===== config.mk =====
export PLATFORM = sky130hd
export DESIGN_NAME = lcd_bus_monitor
export DESIGN_NICKNAME = d
export VERILOG_FILES = /design/src/rtl/lcd_bus_monitor.sv
export SDC_FILE = /design/constraint.sdc
export NUM_CORES = 1
export LEC_CHECK = 0
export CORE_MARGIN = 3
export CORE_UTILIZATION = 35
export CTS_CLUSTER_DIAMETER = 50
export DETAILED_ROUTE_END_ITERATION = 16
export PLACE_DENSITY_LB_ADDON = 0.08
export SYNTH_ARGS = -nofsm -noshare
export SYNTH_HDL_FRONTEND = slang
export SYNTH_SLANG_ARGS = --single-unit

===== constraint.sdc =====
create_clock -name clk -period 3 [get_ports clk]
set_input_delay 0.6 -clock clk [delete_from_list [all_inputs] [get_ports clk]]
set_output_delay 0.6 -clock clk [all_outputs]
set_load 0.01 [all_outputs]

===== src/rtl/lcd_bus_monitor.sv =====
// Emulated HD44780-style LCD controller: samples the driver's rs/e/data pins,
// pairs nibbles into bytes, decodes the command set and keeps a 2x16 character buffer.
`timescale 1ns/1ps
module lcd_bus_monitor #(
    parameter int         SYNC_STAGES  = 2,
    parameter logic [7:0] CLEAR_FILL   = 8'h20,
    parameter int         CLEAR_CYCLES = 32
) (
    input  logic       clk,
    input  logic       reset,
    input  logic       lcd_rs,
    input  logic       lcd_e,
    input  logic [3:0] lcd_data,
    input  logic [4:0] rd_addr,
    output logic [7:0] rd_char,
    output logic       byte_valid,
    output logic [7:0] byte_out,
    output logic       byte_is_data,
    output logic [4:0] cursor_pos,
    output logic       display_on,
    output logic       mode4,
    output logic       busy,
    output logic       err_overrun
);

    localparam int              CNT_W    = $clog2(CLEAR_CYCLES + 1);
    localparam logic [CNT_W-1:0] CNT_LAST = CNT_W'(CLEAR_CYCLES - 1);
    localparam logic [CNT_W-1:0] CNT_CELLS = CNT_W'(32);

    typedef enum logic [1:0] {
        S_INIT8 = 2'd0,
        S_HI    = 2'd1,
        S_LO    = 2'd2
    } nib_state_t;

    logic [5:0]       sync_r [SYNC_STAGES];
    logic             e_prev_r;
    logic             rs_s;
    logic             e_s;
    logic [3:0]       nib_s;
    logic             strobe_s;

    nib_state_t       state_r;
    logic [3:0]       hi_r;
    logic             byte_valid_r;
    logic [7:0]       byte_out_r;
    logic             byte_is_data_r;
    logic             mode4_r;

    logic [4:0]       cursor_r;
    logic             inc_r;
    logic             cgram_sel_r;
    logic             display_on_r;
    logic             busy_r;
    logic [CNT_W-1:0] clr_cnt_r;
    logic             err_overrun_r;

    logic [7:0]       mem_r [32];
    logic [7:0]       rd_char_r;

    logic             wr_en_s;
    logic [4:0]       wr_addr_s;
    logic [7:0]       wr_data_s;
    logic [4:0]       cur_inc_s;
    logic [4:0]       cur_dec_s;

    // Input synchronizer chain plus the enable edge-detect register
    always_ff @(posedge clk or negedge reset) begin
        if (!reset) begin
            for (int i = 0; i < SYNC_STAGES; i++) begin
                sync_r[i] <= 6'h00;
            end
            e_prev_r <= 1'b0;
        end else begin
            sync_r[0] <= {lcd_rs, lcd_e, lcd_data};
            for (int i = 1; i < SYNC_STAGES; i++) begin
                sync_r[i] <= sync_r[i-1];
            end
            e_prev_r <= sync_r[SYNC_STAGES-1][4];
        end
    end

    assign rs_s     = sync_r[SYNC_STAGES-1][5];
    assign e_s      = sync_r[SYNC_STAGES-1][4];
    assign nib_s    = sync_r[SYNC_STAGES-1][3:0];
    assign strobe_s = e_prev_r & ~e_s;

    // Nibble pairing FSM; strobes arriving during Clear are dropped here
    always_ff @(posedge clk or negedge reset) begin
        if (!reset) begin
            state_r        <= S_INIT8;
            hi_r           <= 4'h0;
            byte_valid_r   <= 1'b0;
            byte_out_r     <= 8'h00;
            byte_is_data_r <= 1'b0;
            mode4_r        <= 1'b0;
        end else begin
            byte_valid_r <= 1'b0;
            if (strobe_s && !busy_r) begin
                case (state_r)
                    S_INIT8: begin
                        byte_valid_r   <= 1'b1;
                        byte_out_r     <= {nib_s, 4'h0};
                        byte_is_data_r <= rs_s;
                        // Function Set with DL=0 switches to nibble pairing
                        if (!rs_s && nib_s == 4'h2) begin
                            state_r <= S_HI;
                            mode4_r <= 1'b1;
                        end
                    end
                    S_HI: begin
                        hi_r    <= nib_s;
                        state_r <= S_LO;
                    end
                    S_LO: begin
                        byte_valid_r   <= 1'b1;
                        byte_out_r     <= {hi_r, nib_s};
                        byte_is_data_r <= rs_s;
                        if (!rs_s && hi_r == 4'h3) begin
                            state_r <= S_INIT8;
                            mode4_r <= 1'b0;
                        end else begin
                            state_r <= S_HI;
                        end
                    end
                    default: begin
                        state_r <= S_INIT8;
                        mode4_r <= 1'b0;
                    end
                endcase
            end
        end
    end

    assign cur_inc_s = cursor_r + 5'd1;
    assign cur_dec_s = cursor_r - 5'd1;

    // Command decode, cursor movement and the Clear sequencer
    always_ff @(posedge clk or negedge reset) begin
        if (!reset) begin
            cursor_r      <= 5'd0;
            inc_r         <= 1'b1;
            cgram_sel_r   <= 1'b0;
            display_on_r  <= 1'b0;
            busy_r        <= 1'b0;
            clr_cnt_r     <= '0;
            err_overrun_r <= 1'b0;
        end else begin
            if (strobe_s && busy_r) begin
                err_overrun_r <= 1'b1;
            end
            if (busy_r) begin
                clr_cnt_r <= clr_cnt_r + CNT_W'(1);
                if (clr_cnt_r == CNT_LAST) begin
                    busy_r   <= 1'b0;
                    cursor_r <= 5'd0;
                    inc_r    <= 1'b1;
                end
            end else if (byte_valid_r) begin
                if (byte_is_data_r) begin
                    if (!cgram_sel_r) begin
                        cursor_r <= inc_r ? cur_inc_s : cur_dec_s;
                    end
                end else begin
                    casez (byte_out_r)
                        8'b1???????: begin
                            cursor_r    <= {byte_out_r[6], byte_out_r[3:0]};
                            cgram_sel_r <= 1'b0;
                        end
                        8'b01??????: cgram_sel_r <= 1'b1;
                        8'b001?????: cgram_sel_r <= cgram_sel_r;
                        8'b0001????: begin
                            if (!byte_out_r[3]) begin
                                cursor_r <= byte_out_r[2] ? cur_inc_s : cur_dec_s;
                            end
                        end
                        8'b00001???: display_on_r <= byte_out_r[2];
                        8'b000001??: inc_r <= byte_out_r[1];
                        8'b0000001?: cursor_r <= 5'd0;
                        8'b00000001: begin
                            busy_r    <= 1'b1;
                            clr_cnt_r <= '0;
                        end
                        default: cgram_sel_r <= cgram_sel_r;
                    endcase
                end
            end
        end
    end

    // Single buffer write port shared by Clear and data writes
    always_comb begin
        wr_en_s   = 1'b0;
        wr_addr_s = 5'd0;
        wr_data_s = 8'h00;
        if (busy_r) begin
            if (clr_cnt_r < CNT_CELLS) begin
                wr_en_s   = 1'b1;
                wr_addr_s = clr_cnt_r[4:0];
                wr_data_s = CLEAR_FILL;
            end else begin
                wr_en_s   = 1'b0;
            end
        end else if (byte_valid_r && byte_is_data_r && !cgram_sel_r) begin
            wr_en_s   = 1'b1;
            wr_addr_s = cursor_r;
            wr_data_s = byte_out_r;
        end else begin
            wr_en_s   = 1'b0;
        end
    end

    // Display buffer storage
    always_ff @(posedge clk or negedge reset) begin
        if (!reset) begin
            for (int i = 0; i < 32; i++) begin
                mem_r[i] <= CLEAR_FILL;
            end
        end else if (wr_en_s) begin
            mem_r[wr_addr_s] <= wr_data_s;
        end
    end

    // Registered read port; a same-cycle write is seen one cycle later
    always_ff @(posedge clk or negedge reset) begin
        if (!reset) begin
            rd_char_r <= 8'h00;
        end else begin
            rd_char_r <= mem_r[rd_addr];
        end
    end

    assign rd_char      = rd_char_r;
    assign byte_valid   = byte_valid_r;
    assign byte_out     = byte_out_r;
    assign byte_is_data = byte_is_data_r;
    assign cursor_pos   = cursor_r;
    assign display_on   = display_on_r;
    assign mode4        = mode4_r;
    assign busy         = busy_r;
    assign err_overrun  = err_overrun_r;

endmodule

==> results by stage, run 1 <==
Clock tree:
- The insertion delay to the later sink of the worst-skew pair is 560 ps.
- In this run the number of H-tree levels came out at 2.
- For this design, the sink count on the clock tree is just over 300.
- The clock-pin slew on the worst setup and hold paths is 50 ps.
- The count of instances resized after the clock tree is built is 0.
- The total CTS buffers is 43.
- Hold repair after CTS inserted 0 buffers.
- The clock root buffer is sky130_fd_sc_hd__clkbuf_16.
- The number of buffers on the longest clock path is 3.
- The clock tree from TritonCTS is yes.
- The post-CTS setup buffer count is 0.

Job:
- The tool flagged a number of max-cap violations equal to 0.

Status:
- The run finished with clean final reports.

Floorplan:
- The die boundary height is 209 um.
- The die area is 43600 um2.
- The width of the die is 209 um.
- 40 I/O pins were placed.
- The effective utilization at floorplan is 0.358.
- After floorplanning, the core was divided into 73 placement rows.
- The floorplan step defined a core boundary enclosing 40200 um2.

Layout:
- From synthesis to final layout, the design area changed by 19.7%.
- At the end of the flow the core is filled with cells to 0.428.
- At the end of the flow, the number of nets in the layout was 1047.
- The multi-input combinational cells in the finished layout cover a total of around 6300 um2.
- The final cell count without fillers is 1588.
- The flip-flop and latch area is 7800 um2.
- The filler cell count in the final layout is ~3700.
- The number of antenna diodes in the final layout is 0.
- Of the cells placed in the final design, the portion with a size suffix greater than 1 is 0.521.

Detailed routing:
- The count of nets left with antenna violations once routing finished came out at 0.
- After detailed routing, the number of remaining DRC violations is 0.
- The first-pass iteration count of the detailed router is 4.
- For this block, the initial DRC count from the detailed router was around 360.
- In the final routed layout, each cell accounts on average for 24.2 um.
- Wires add up to 38.4 mm.
- Detailed routing inserted a total of 8394 vias.
- In the routed layout, each cell is associated on average with a via count of 5.29.

Power and ir drop:
- The total power density per cell area is 646 nW/um2.
- The power consumption is about 11000 uW.
- The worst IR drop on VDD is 0.000336 V.
- In this run the static leakage power is 0.00791 uW.

Global route:
- Entering global routing, the biggest net connects 76 pins.
- The number of global-route vias before repair is between 9000 and 10000.
- The remaining global-route overflow is 0.
- The number of antenna violations at the first check in global routing is 0.
- Across every metal layer, demand over resource in global routing totals 0.181.
- The first global-routing pass estimated a little under 60 mm of wire.

Logic synthesis:
- The post-synthesis async set-or-reset flop share is 1.00.
- Counting distinct cell types in the post-synthesis netlist gives 68.
- The largest total area in the synthesized netlist belongs to sky130_fd_sc_hd__dfrtp_1.
- The share of the Yosys chip area taken by registers is 0.542.
- After synthesis the netlist holds a flip-flop and latch count of 310.
- For this run, the number of Yosys warnings is 0.
- The mean instance size in the synthesized netlist is 15.2 um2.
- Counting flops with a built-in enable in the synthesized netlist gives 0.
- The most common cell in the synthesized netlist is sky130_fd_sc_hd__dfrtp_1.
- The gate count after technology mapping is 948.
- The total standard cell area after synthesis is 14400 um2.
- By area the synthesized netlist is led by sky130_fd_sc_hd__dfrtp_1, sky130_fd_sc_hd__mux2_2, sky130_fd_sc_hd__mux4_2, sky130_fd_sc_hd__dfstp_2, sky130_fd_sc_hd__clkbuf_1.
- The number of nets in the synthesized netlist is a little under 1000.
- By count the netlist is led by sky130_fd_sc_hd__dfrtp_1, sky130_fd_sc_hd__mux2_2, sky130_fd_sc_hd__mux4_2.
- Of the post-synthesis cell area, the dominant cell type holds 0.482.
- For this run, the leading register cell type out of synthesis is sky130_fd_sc_hd__dfrtp_1.

STA:
- Timing would allow up to 401 MHz.
- The number of hold violations in the final report was 0.
- The worst pin sits at a relative slew slack of 0.513.
- The clock period could shrink to between 2000 and 2500 ps.
- Of the available clock period, the critical path in the final layout requires 0.831.
- The number of max-slew violations in the final report came to 0.
- The final sum of negative setup slack is 0 ps.
- The final setup violation count is 0.
- The final worst clock skew is 26.4 ps.
- At the pin with the least slew margin, the transition time is between 700 and 800 ps.
- Setup repair after global routing left no endpoint under its margin.

Worst setup path:
- The nature of the critical path endpoint is a flip-flop.
- Walking the worst path, the cells encountered are and4bb_1 > buf_4 > a22oi_1 > nor3_1 > nand2b_1 > mux2_2.
- The endpoint arrival time on the critical path is 2920 ps.
- The largest single stage delay on the critical path is 470 ps.
- The largest individual stage delay along the critical path comes from the cell sky130_fd_sc_hd__nand2b_1.
- The worst path required time is ~3400 ps.
- The critical path startpoint category is a flip-flop.
- Of all nets on the critical path, the largest fanout is 19.
- The critical path class is flip-flop to flip-flop.

Placement:
- The congestion estimate from routability-driven global placement came to 0.753.
- Once placement completed, the tool counted placed cells totaling 1511.
- In this run the tool buffered the top-level ports with 39 buffer cells.
- The sum of net half-perimeters after detailed placement is 24.1 mm.

Worst hold path:
- The worst min-delay path category is input port to async pin.
-- sequential cells by signal, indices dropped and copies added (netlist names), 2 cells and up --
name        cells
hi_r            4
clr_cnt_r       6
state_r         2
mem_r         256
nib_s           4
byte_out        8
sync_r          6
cursor_pos      5
rd_char         8
-- final timing paths --
check                      slack (ps)  depth (start not counted)        start         end
min in group clk                  350                          0    sync_r[8]    nib_s[2]
setup reg to reg                  510                          6  cgram_sel_r   mem_r[10]
max in group asynchronous        2010                          2        reset  mem_r[245]
hold / removal                     60                          1        reset  mem_r[154]
setup / recovery                  510                          6  cgram_sel_r   mem_r[10]
hold reg to reg                   350                          0    sync_r[8]    nib_s[2]
-- area by class of cell --
type | count | share of cell area
timing repair buffer | 106 | 0.0585
inverter | 6 | 0.00131
sequential | 310 | 0.453
clock inverter | 21 | 0.0142
clock buffer | 56 | 0.0700
tap | 525 | 0.0382
multi-input combinational | 564 | 0.365
-- cell families (layout without fill, tap and decap cells) --
logic type,after synthesis,after routing,share of synthesized area
mux,358,358,0.342
flops,310,310,0.542
simple gates,131,131,0.0532
buf+inv,74,189,0.0214
compound gates,65,65,0.0339
xor+xnor,7,7,0.00426
fa+ha+maj,3,3,0.00261
-- routing by layer --
layer  routed length, um  part of all wire  global-route usage  vias to the layer above
li1                    -                 -                   -                     3720
met2               18200              0.47               0.289                      105
met3                1400             0.036              0.0342                       49
met4                 685             0.018              0.0409                        0
met5                   0                 0                   0                        -
met1               18100              0.47               0.258                     4520
-- placed cells by master, fill, tap and decap left out, types with 3 or more instances in the layout --
cell type	count
sky130_fd_sc_hd__mux2i_1	6
sky130_fd_sc_hd__xor2_1	3
sky130_fd_sc_hd__mux2_1	5
sky130_fd_sc_hd__nand4_1	9
sky130_fd_sc_hd__nand3b_1	3
sky130_fd_sc_hd__buf_12	9
sky130_fd_sc_hd__nor2b_1	6
sky130_fd_sc_hd__o21ai_0	23
sky130_fd_sc_hd__clkinv_2	7
sky130_fd_sc_hd__nor2_1	12
sky130_fd_sc_hd__dfrtp_1	277
sky130_fd_sc_hd__nor3b_1	4
sky130_fd_sc_hd__clkbuf_8	8
sky130_fd_sc_hd__nand2_2	4
sky130_fd_sc_hd__buf_4	60
sky130_fd_sc_hd__a22o_1	7
sky130_fd_sc_hd__a21o_1	4
sky130_fd_sc_hd__and2_1	8
sky130_fd_sc_hd__clkdlybuf4s50_1	36
sky130_fd_sc_hd__dfstp_2	33
sky130_fd_sc_hd__nand3_1	13
sky130_fd_sc_hd__nor3_1	7
sky130_fd_sc_hd__nor2_2	16
sky130_fd_sc_hd__clkbuf_1	5
sky130_fd_sc_hd__nor4_1	3
sky130_fd_sc_hd__inv_6	3
sky130_fd_sc_hd__mux2_2	267
sky130_fd_sc_hd__clkinvlp_4	3
sky130_fd_sc_hd__a21oi_1	5
sky130_fd_sc_hd__a31oi_1	3
sky130_fd_sc_hd__nand2b_1	4
sky130_fd_sc_hd__or3_1	3
sky130_fd_sc_hd__mux4_2	80
sky130_fd_sc_hd__bufinv_16	4
sky130_fd_sc_hd__inv_1	5
sky130_fd_sc_hd__nand2_1	25
sky130_fd_sc_hd__ha_1	3
sky130_fd_sc_hd__xnor2_1	4
sky130_fd_sc_hd__clkbuf_16	43
-- report_power, final --
| group | internal, uW | leakage (uW) | switching [uW] |
|---|---|---|---|
| Combinational | 610 | 0.00305 | 757 |
| Sequential | 4350 | 0.00415 | 239 |
| Clock | 3190 | 0.000712 | 1970 |
| Total | 8150 | 0.00791 | 2960 |
-- critical path, delay by kind of cell, from the launching register on --
kind,cells,cell delay [ps]
flip-flops,1,380
multiplexers,1,420
buffers and inverters,1,240
AO/OA/AOI/OAI,1,190
AND/OR/NAND/NOR,3,1130
-- through the flow --
step                      cell area (um2)  worst slack (ps)  hold slack, ps
after floorplan                     14400               533             304
after global placement              15800               337             333
after detailed placement            15800               314             335
after CTS                           17200               453            62.4
after global routing                17200               347            85.2
final                               17200               506            61.8
Note: power is estimated with default switching activity, not from simulation.
==> run 2: changes to the inputs <==
Clock period 3 ns to 2.4 ns, I/O delays scaled along.
==> run 2 against run 1 <==
Sequential power increased by 22%. Global-route usage rose by 0.23 points. Via count is 1.3% higher. Worst setup slack lost 400 ps. Critical path depth decreased by 3. Non-clock buffer count grew 29. Critical path type is now flip-flop to output port. Clock skew down 9.4 ps. Utilization rose by 1.9 points. Clock-buffer cell count down 2. Clock power increased by 40%. Critical endpoint is now busy.
==> results by stage, run 2 (synthesis gave the netlist of run 1 again) <==
Placement:
- In this run the cell area measured after placement is roughly 16000 um2.
- Input and output buffers added on the ports amount to 39.
- The congestion estimate from routability-driven global placement came to 0.778.
- The sum of net half-perimeters after detailed placement is 25.9 mm.
- The pre-CTS worst setup slack is -74.6 ps.

Worst setup path:
- The slowest stage of the critical path belongs to the cell sky130_fd_sc_hd__clkdlybuf4s50_1.
- The logic depth of the worst path, buffers included is 3.
- The nature of the critical path endpoint is an output port.
- STA classifies the critical path startpoint as a flip-flop.
- The highest fanout seen on the critical path is 20.
- The critical path goes through buf_4 > buf_4 > clkdlybuf4s50_1.
- At the worst endpoint, the required time is 1920 ps.
- The length in cells of the worst reg-to-reg path is 6.
- The delay of the slowest cell on the worst path is 580 ps.
- For the worst setup path, the data arrival time is 1820 ps.
- The critical path in this run is classified as flip-flop to output port.
- The kind of cell adding the most delay to the critical path is buffers and inverters.
- The most numerous cell on the critical path is sky130_fd_sc_hd__buf_4.
- Counting both buffers and inverters, the worst setup path holds a total of 3.

Detailed routing:
- The number of nets with antenna violations after detailed routing is 0.
- For this block, the initial DRC count from the detailed router was 455.
- The routed layout has 8499 vias.
- In the final routed layout, each cell accounts on average for roughly 24 um.
- The first detailed-routing pass ran for 4 iterations.
- The final layout contains routed wiring with a total length of 38.8 mm.
- The DRC violation count after routing is 0.
- In the routed layout, each cell is associated on average with a via count of 5.25.

Power and ir drop:
- The standby leakage power is roughly 0.0083 uW.
- The total power density per cell area is 825 nW/um2.
- The relative contribution of combinational cells to total power is 0.135.
- IR analysis of the VDD net gives a maximum drop of 0.000713 V.
- The relative contribution of sequential cells to total power is 0.378.
- The power dissipated by switching net loads is between 3000 and 4000 uW.
- Of the total power, the share spent switching nets is 0.254.
- The internal power contribution is 11100 uW.
- The clock share of power is 0.487.

STA:
- The worst max-slew margin expressed relative to the limit is 0.563.
- The final critical delay including setup and external delays is 2300 ps.
- The number of hold violations in the final report is 0.
- Dividing the final minimum period by the clock period gives 0.958.
- The final worst clock skew is 16.9 ps.
- The number of max-slew violations in the final report is 0.
- Setup repair after global routing left no endpoint under its margin.
- The final setup violation count is 0.
- At the pin with the least slew margin, the transition time is roughly 660 ps.
- The highest achievable clock rate is 435 MHz.
- The worst path meets setup with 102 ps of slack.

Worst hold path:
- The count of cells along the worst hold path is 0.
- The tightest min-delay check is of the flip-flop to flip-flop type.

Clock tree:
- The clock passes through at most 3 buffers.
- The total CTS buffers is 44.
- The clock tree from TritonCTS is yes.
- Clock latency on the worst-skew pair, taken at its later pin, is 560 ps.
- The cell sitting at the root of the clock tree is a sky130_fd_sc_hd__clkbuf_16.
- The count of H-tree levels built during CTS is 2.
- Counting every sink on the clock net gives 310.
- Clock-pin slew was measured on the worst setup and hold paths at 50 ps.

Floorplan:
- The region available for standard cell placement spans ~40000 um2.
- Pin placement for this block handled 40 I/O pins.
- The die is 209 um tall.
- The initialized floorplan defines 73 standard-cell rows.
- The die area is 43600 um2.
- The initial utilization of the core area, before any placement, comes to 0.358.
- The width of the die is 209 um.

Layout:
- The most common cell after layout, fill and taps aside is sky130_fd_sc_hd__dfrtp_1.
- The number of antenna diodes in the final layout is 0.
- The number of flip-flops in the largest register is 256.
- The register bank with the most flops is mem_r.
- In the layout the commonest cells are sky130_fd_sc_hd__dfrtp_1, sky130_fd_sc_hd__mux2_2, sky130_fd_sc_hd__mux4_2.
- The net count of the finished layout is 1077.
- The area growth from synthesis to layout is 25.0%.
- The final standard cell area without fillers is between 15000 and 20000 um2.
- The share of layout cells above drive strength 1 is 0.537.

Global route:
- The first global-routing pass estimated 60.5 mm of wire.
- Entering global routing, the biggest net connects 69 pins.
- Summed over all layers, the global routing overflow is 0.
- The total track usage is 0.183.
- The number of global-route vias before repair is ~9300.
- The number of antenna violations at the first check in global routing is 2.

Status:
- The run finished with clean final reports.

Job:
- The total of max-cap violations is 0.
run 2: changes by cell type in the layout (fill, tap and decap cells not counted), sizes merged, moves of 2 or more:
cell,change
bufinv,+7
clkbuf,-2
buf,+28
inv,-2
run 2: repair_timing:
item | in CTS | in global routing
setup buffers | 0 | 1
endpoints found under the setup margin | 43 | 39
hold endpoints to repair | 27 | 0
gates resized for setup | 1 | 4
pin swaps | 0 | 1
hold buffers | 1 | 0
run 2: area by class of cell:
type | instances | area (um2)
fillers | 3571 | 22200
flip-flops and latches | 310 | 7800
multi-input cells | 564 | 6290
repair buffers | 135 | 1580
clock buffers | 54 | 1190
well taps | 525 | 657
clock inverters | 26 | 448
inverters | 6 | 22.5
run 2: final timing paths:
path / start / end / slack, ps
max: busy / busy / 100
min: sync_r[7] / nib_s[1] / 350
max reg2reg: cgram_sel_r / mem_r[0] / 110
min reg2reg: sync_r[7] / nib_s[1] / 350
max in group asynchronous: reset / mem_r[197] / 1200
min in group asynchronous: reset / mem_r[139] / 430
run 2: stage by stage:
stage	setup TNS, ps	cells	utilization	hold slack (ps)	power (uW)
floorplan	0	948	-	184	6720
global placement	-563	1538	0.406	335	7730
detailed placement	-916	1538	0.406	339	7730
CTS	0	1619	0.447	319	15100
global route	0	1620	0.448	337	15500
finish	0	1620	0.448	349	14800
run 2: power by group through the flow:
stage / sequential [uW] / combinational [uW] / clock [uW]
after floorplan: 5720 / 1000 / 0
after global placement: 5700 / 2040 / 0
after detailed placement: 5700 / 2040 / 0
after CTS: 5610 / 2040 / 7430
after global routing: 5630 / 2200 / 7650
final: 5610 / 2010 / 7220
run 2: metal layers:
layer	routed length, um	vias to the layer above	global-route usage
met1	18600	4531	0.261
met2	17900	113	0.284
met3	1490	59	0.0407
met4	885	2	0.0501
met5	13	-	0
li1	-	3794	-
==> run 3: changes to the inputs <==
Settings changed: RECOVER_POWER set to 25, TNS_END_PERCENT set to 1.
==> run 3 against run 2 <==
Register-to-register slack lost 30 ps. Flip-flop and latch count is the same. Utilization shrank 0.20 points. Combinational power is essentially flat. First-iteration DRC count grew 2.6%. Clock skew shrank 1.2 ps. Total power is essentially flat. Highest routed layer unchanged. Largest cell class unchanged.
==> results by stage, run 3 (synthesis gave the netlist of run 1 again) <==
Status:
- The run finished with clean final reports.

Layout:
- The signed area change from the synthesized netlist to the final layout is 24.5%.
- Leaving out fill and tap cells, the most frequent cell in the layout is sky130_fd_sc_hd__dfrtp_1.
- The final cell count without fillers is 1619.
- The share of the core filled with cells in the final layout is 0.445.
- Counting flops per register, the top entry is mem_r.
- The number of antenna diodes in the final layout is 0.
- The share of layout cells above drive strength 1 is 0.534.
- The library cells used most frequently in the layout, excluding fill and tap cells, are sky130_fd_sc_hd__dfrtp_1, sky130_fd_sc_hd__mux2_2, sky130_fd_sc_hd__mux4_2.
- The filler cell count in the final layout is 3576.
- The register with the most flip-flops in the layout has 256 of them.
- The net count of the finished layout is 1076.

Power and ir drop:
- The share of total power dissipated in the clock network is 0.487.
- Power spread over the standard cell area amounts to 828 nW/um2.
- The standby leakage power is 0.00822 uW.
- The power dissipated by switching net loads is 3770 uW.
- Across the VDD grid, the largest voltage drop is 0.000711 V.
- Of the total power, registers draw 0.378.
- The internal power contribution is 11100 uW.
- The switching share of power is 0.254.
- Of the total power, combinational logic draws 0.135.

STA:
- The number of hold violations in the final report came to 0.
- Setup repair after global routing could not meet its margin everywhere.
- The final worst hold slack is between 300 and 400 ps.
- The post-route fraction of the period consumed by the critical path is 0.968.
- Setup violations remaining at the end of the flow were counted as 0.
- The worst pin sits at a relative slew slack of 0.232.
- After layout, the minimum clock period comes to 2320 ps.
- The worst-margin pin slew is 1150 ps.
- Static timing analysis puts the maximum clock frequency at approximately 430 MHz.
- Across the routed clock network, the largest skew measured is about 16 ps.
- The number of max-slew violations in the final report is 0.

Global route:
- Entering global routing, the biggest net connects 69 pins.
- The number of antenna violations at the first check in global routing is 2.
- The peak-usage layer in the global routing report is met2.
- The remaining global-route overflow is 0.
- For this run, global-route usage on met2 was measured as 0.284.
- In the global route stage, met3 resource usage came out at 0.0407.
- Across every metal layer, demand over resource in global routing totals 0.183.
- The number of global-route vias before repair is 9308.
- The first-pass GRT wire length is 60.5 mm.
- The met1 track demand over resource is 0.261.

Detailed routing:
- The DRC marker count from the first detailed-route iteration is 467.
- The first-pass iteration count of the detailed router is 6.
- The number of nets with antenna violations after detailed routing is 0.
- The detail-routed net length per standard cell is 24.0 um.
- In the routed layout, each cell is associated on average with a via count of 5.26.
- In the routed design, unresolved DRC markers number 0.
- The wire length after detailed routing is just under 40 mm.
- The number of vias after detailed routing is 8512.

Placement:
- The final weighted congestion of routability-driven global placement is 0.778.
- Once placement completed, the tool counted placed cells totaling ~1500.
- The number of buffers added on ports is 39.
- The wire-length estimate of the detail-placed layout is roughly 26 mm.

Floorplan:
- The effective utilization at floorplan is 0.358.
- From bottom edge to top edge, the die measures ~210 um.
- In this run the standard cell core region covers roughly 40000 um2.
- The die covers around 44000 um2.
- The floorplan has 73 rows.
- The number of top-level pins is 40.
- The width of the die is about 210 um.

Clock tree:
- The root buffer cell chosen for the clock tree is sky130_fd_sc_hd__clkbuf_16.
- Counting every sink on the clock net gives 310.
- The post-CTS setup buffer count is 0.
- In this run, CTS created clock tree buffers numbering 44.
- TritonCTS built the clock tree.
- For the worst-skew pair, the clock arrives at the later sink with an insertion delay of 560 ps.
- The number of buffers on the longest clock path is 3.
- After clock tree synthesis, the clock-pin slew on the worst setup and hold paths is ~60 ps.
- The count of H-tree levels built during CTS is 2.

Job:
- The total of max-cap violations is 0.

Worst hold path:
- The worst hold path begins at sync_r[7].
- For hold timing, the worst endpoint is nib_s[1].
- The count of cells along the worst hold path is 0.
- The worst hold path belongs to the class flip-flop to flip-flop.

Worst setup path:
- Setup slack on the worst reg-to-reg path comes out at 80 ps.
- STA classifies the critical path startpoint as a flip-flop.
- By startpoint and endpoint, the worst setup path is classified as flip-flop to flip-flop.
- The highest fanout seen on the critical path is 10.
- In this run the critical register-to-register path is captured at mem_r[137].
- The endpoint arrival time on the critical path is 2760 ps.
- The length in cells of the worst reg-to-reg path is 5.
- STA classifies the critical path endpoint as a flip-flop.
- At the worst endpoint, the required time is 2840 ps.
- The worst flop-to-flop path startpoint is cgram_sel_r.
[run 3: cell type report]
cell class	count	area [um2]	share of cell area
sequential	310	7800	0.436
multi-input combinational	564	6280	0.351
timing repair buffer	134	1510	0.0841
clock buffer	54	1190	0.0665
tap	525	657	0.0367
clock inverter	26	448	0.0250
inverter	6	22.5	0.00126
[run 3: how the worst max path moves through the flow]
stage,from,to,slack [ps],cells after the start
floorplan,rd_addr[0],rd_char[0],50,5
global placement,rd_addr[0],rd_char[7],-90,6
detailed placement,rd_addr[0],rd_char[0],-70,6
CTS,busy,busy,60,3
global route,busy,mem_r[142],-60,7
finish,cgram_sel_r,mem_r[137],80,5
[run 3: metal layers]
metal  wire (um)  up-vias
met4         887        2
met2       17900      125
met5          13        -
met3        1590       59
li1            -     3793
met1       18400     4533
[run 3: critical path, stage by stage (launching register included)]
cell                       delay, ps
sky130_fd_sc_hd__dfrtp_1         390
sky130_fd_sc_hd__and4bb_2        500
sky130_fd_sc_hd__a22o_1          320
sky130_fd_sc_hd__nand3_1         260
sky130_fd_sc_hd__nor2_4          350
sky130_fd_sc_hd__mux2_2          380
[run 3: power by group through the flow]
stage / Combinational [uW] / Clock [uW] / Sequential (uW)
2_1_floorplan: 1000 / 0 / 5720
3_3_place_gp: 2040 / 0 / 5700
3_5_place_dp: 2040 / 0 / 5700
4_1_cts: 2040 / 7430 / 5610
5_1_grt: 2190 / 7650 / 5630
6_report: 2000 / 7220 / 5610
[run 3: timing repair]
action | 4_1_cts | 5_1_grt
hold endpoints to repair | 27 | 0
cloned | 0 | 0
gates resized for setup | 1 | 2
hold buffers | 1 | 0
endpoints found under the setup margin | 43 | 39
[run 3: metrics by stage]
stage,cell area (um2),setup slack [ps],total power [uW],TNS (ps)
after global placement,16300,-90.1,7730,-563
after floorplan,14400,52.7,6720,0
after detailed placement,16300,-74.6,7730,-916
after CTS,17900,60.1,15100,0
final,17900,76.0,14800,0
after global routing,17900,-62.3,15500,-2770
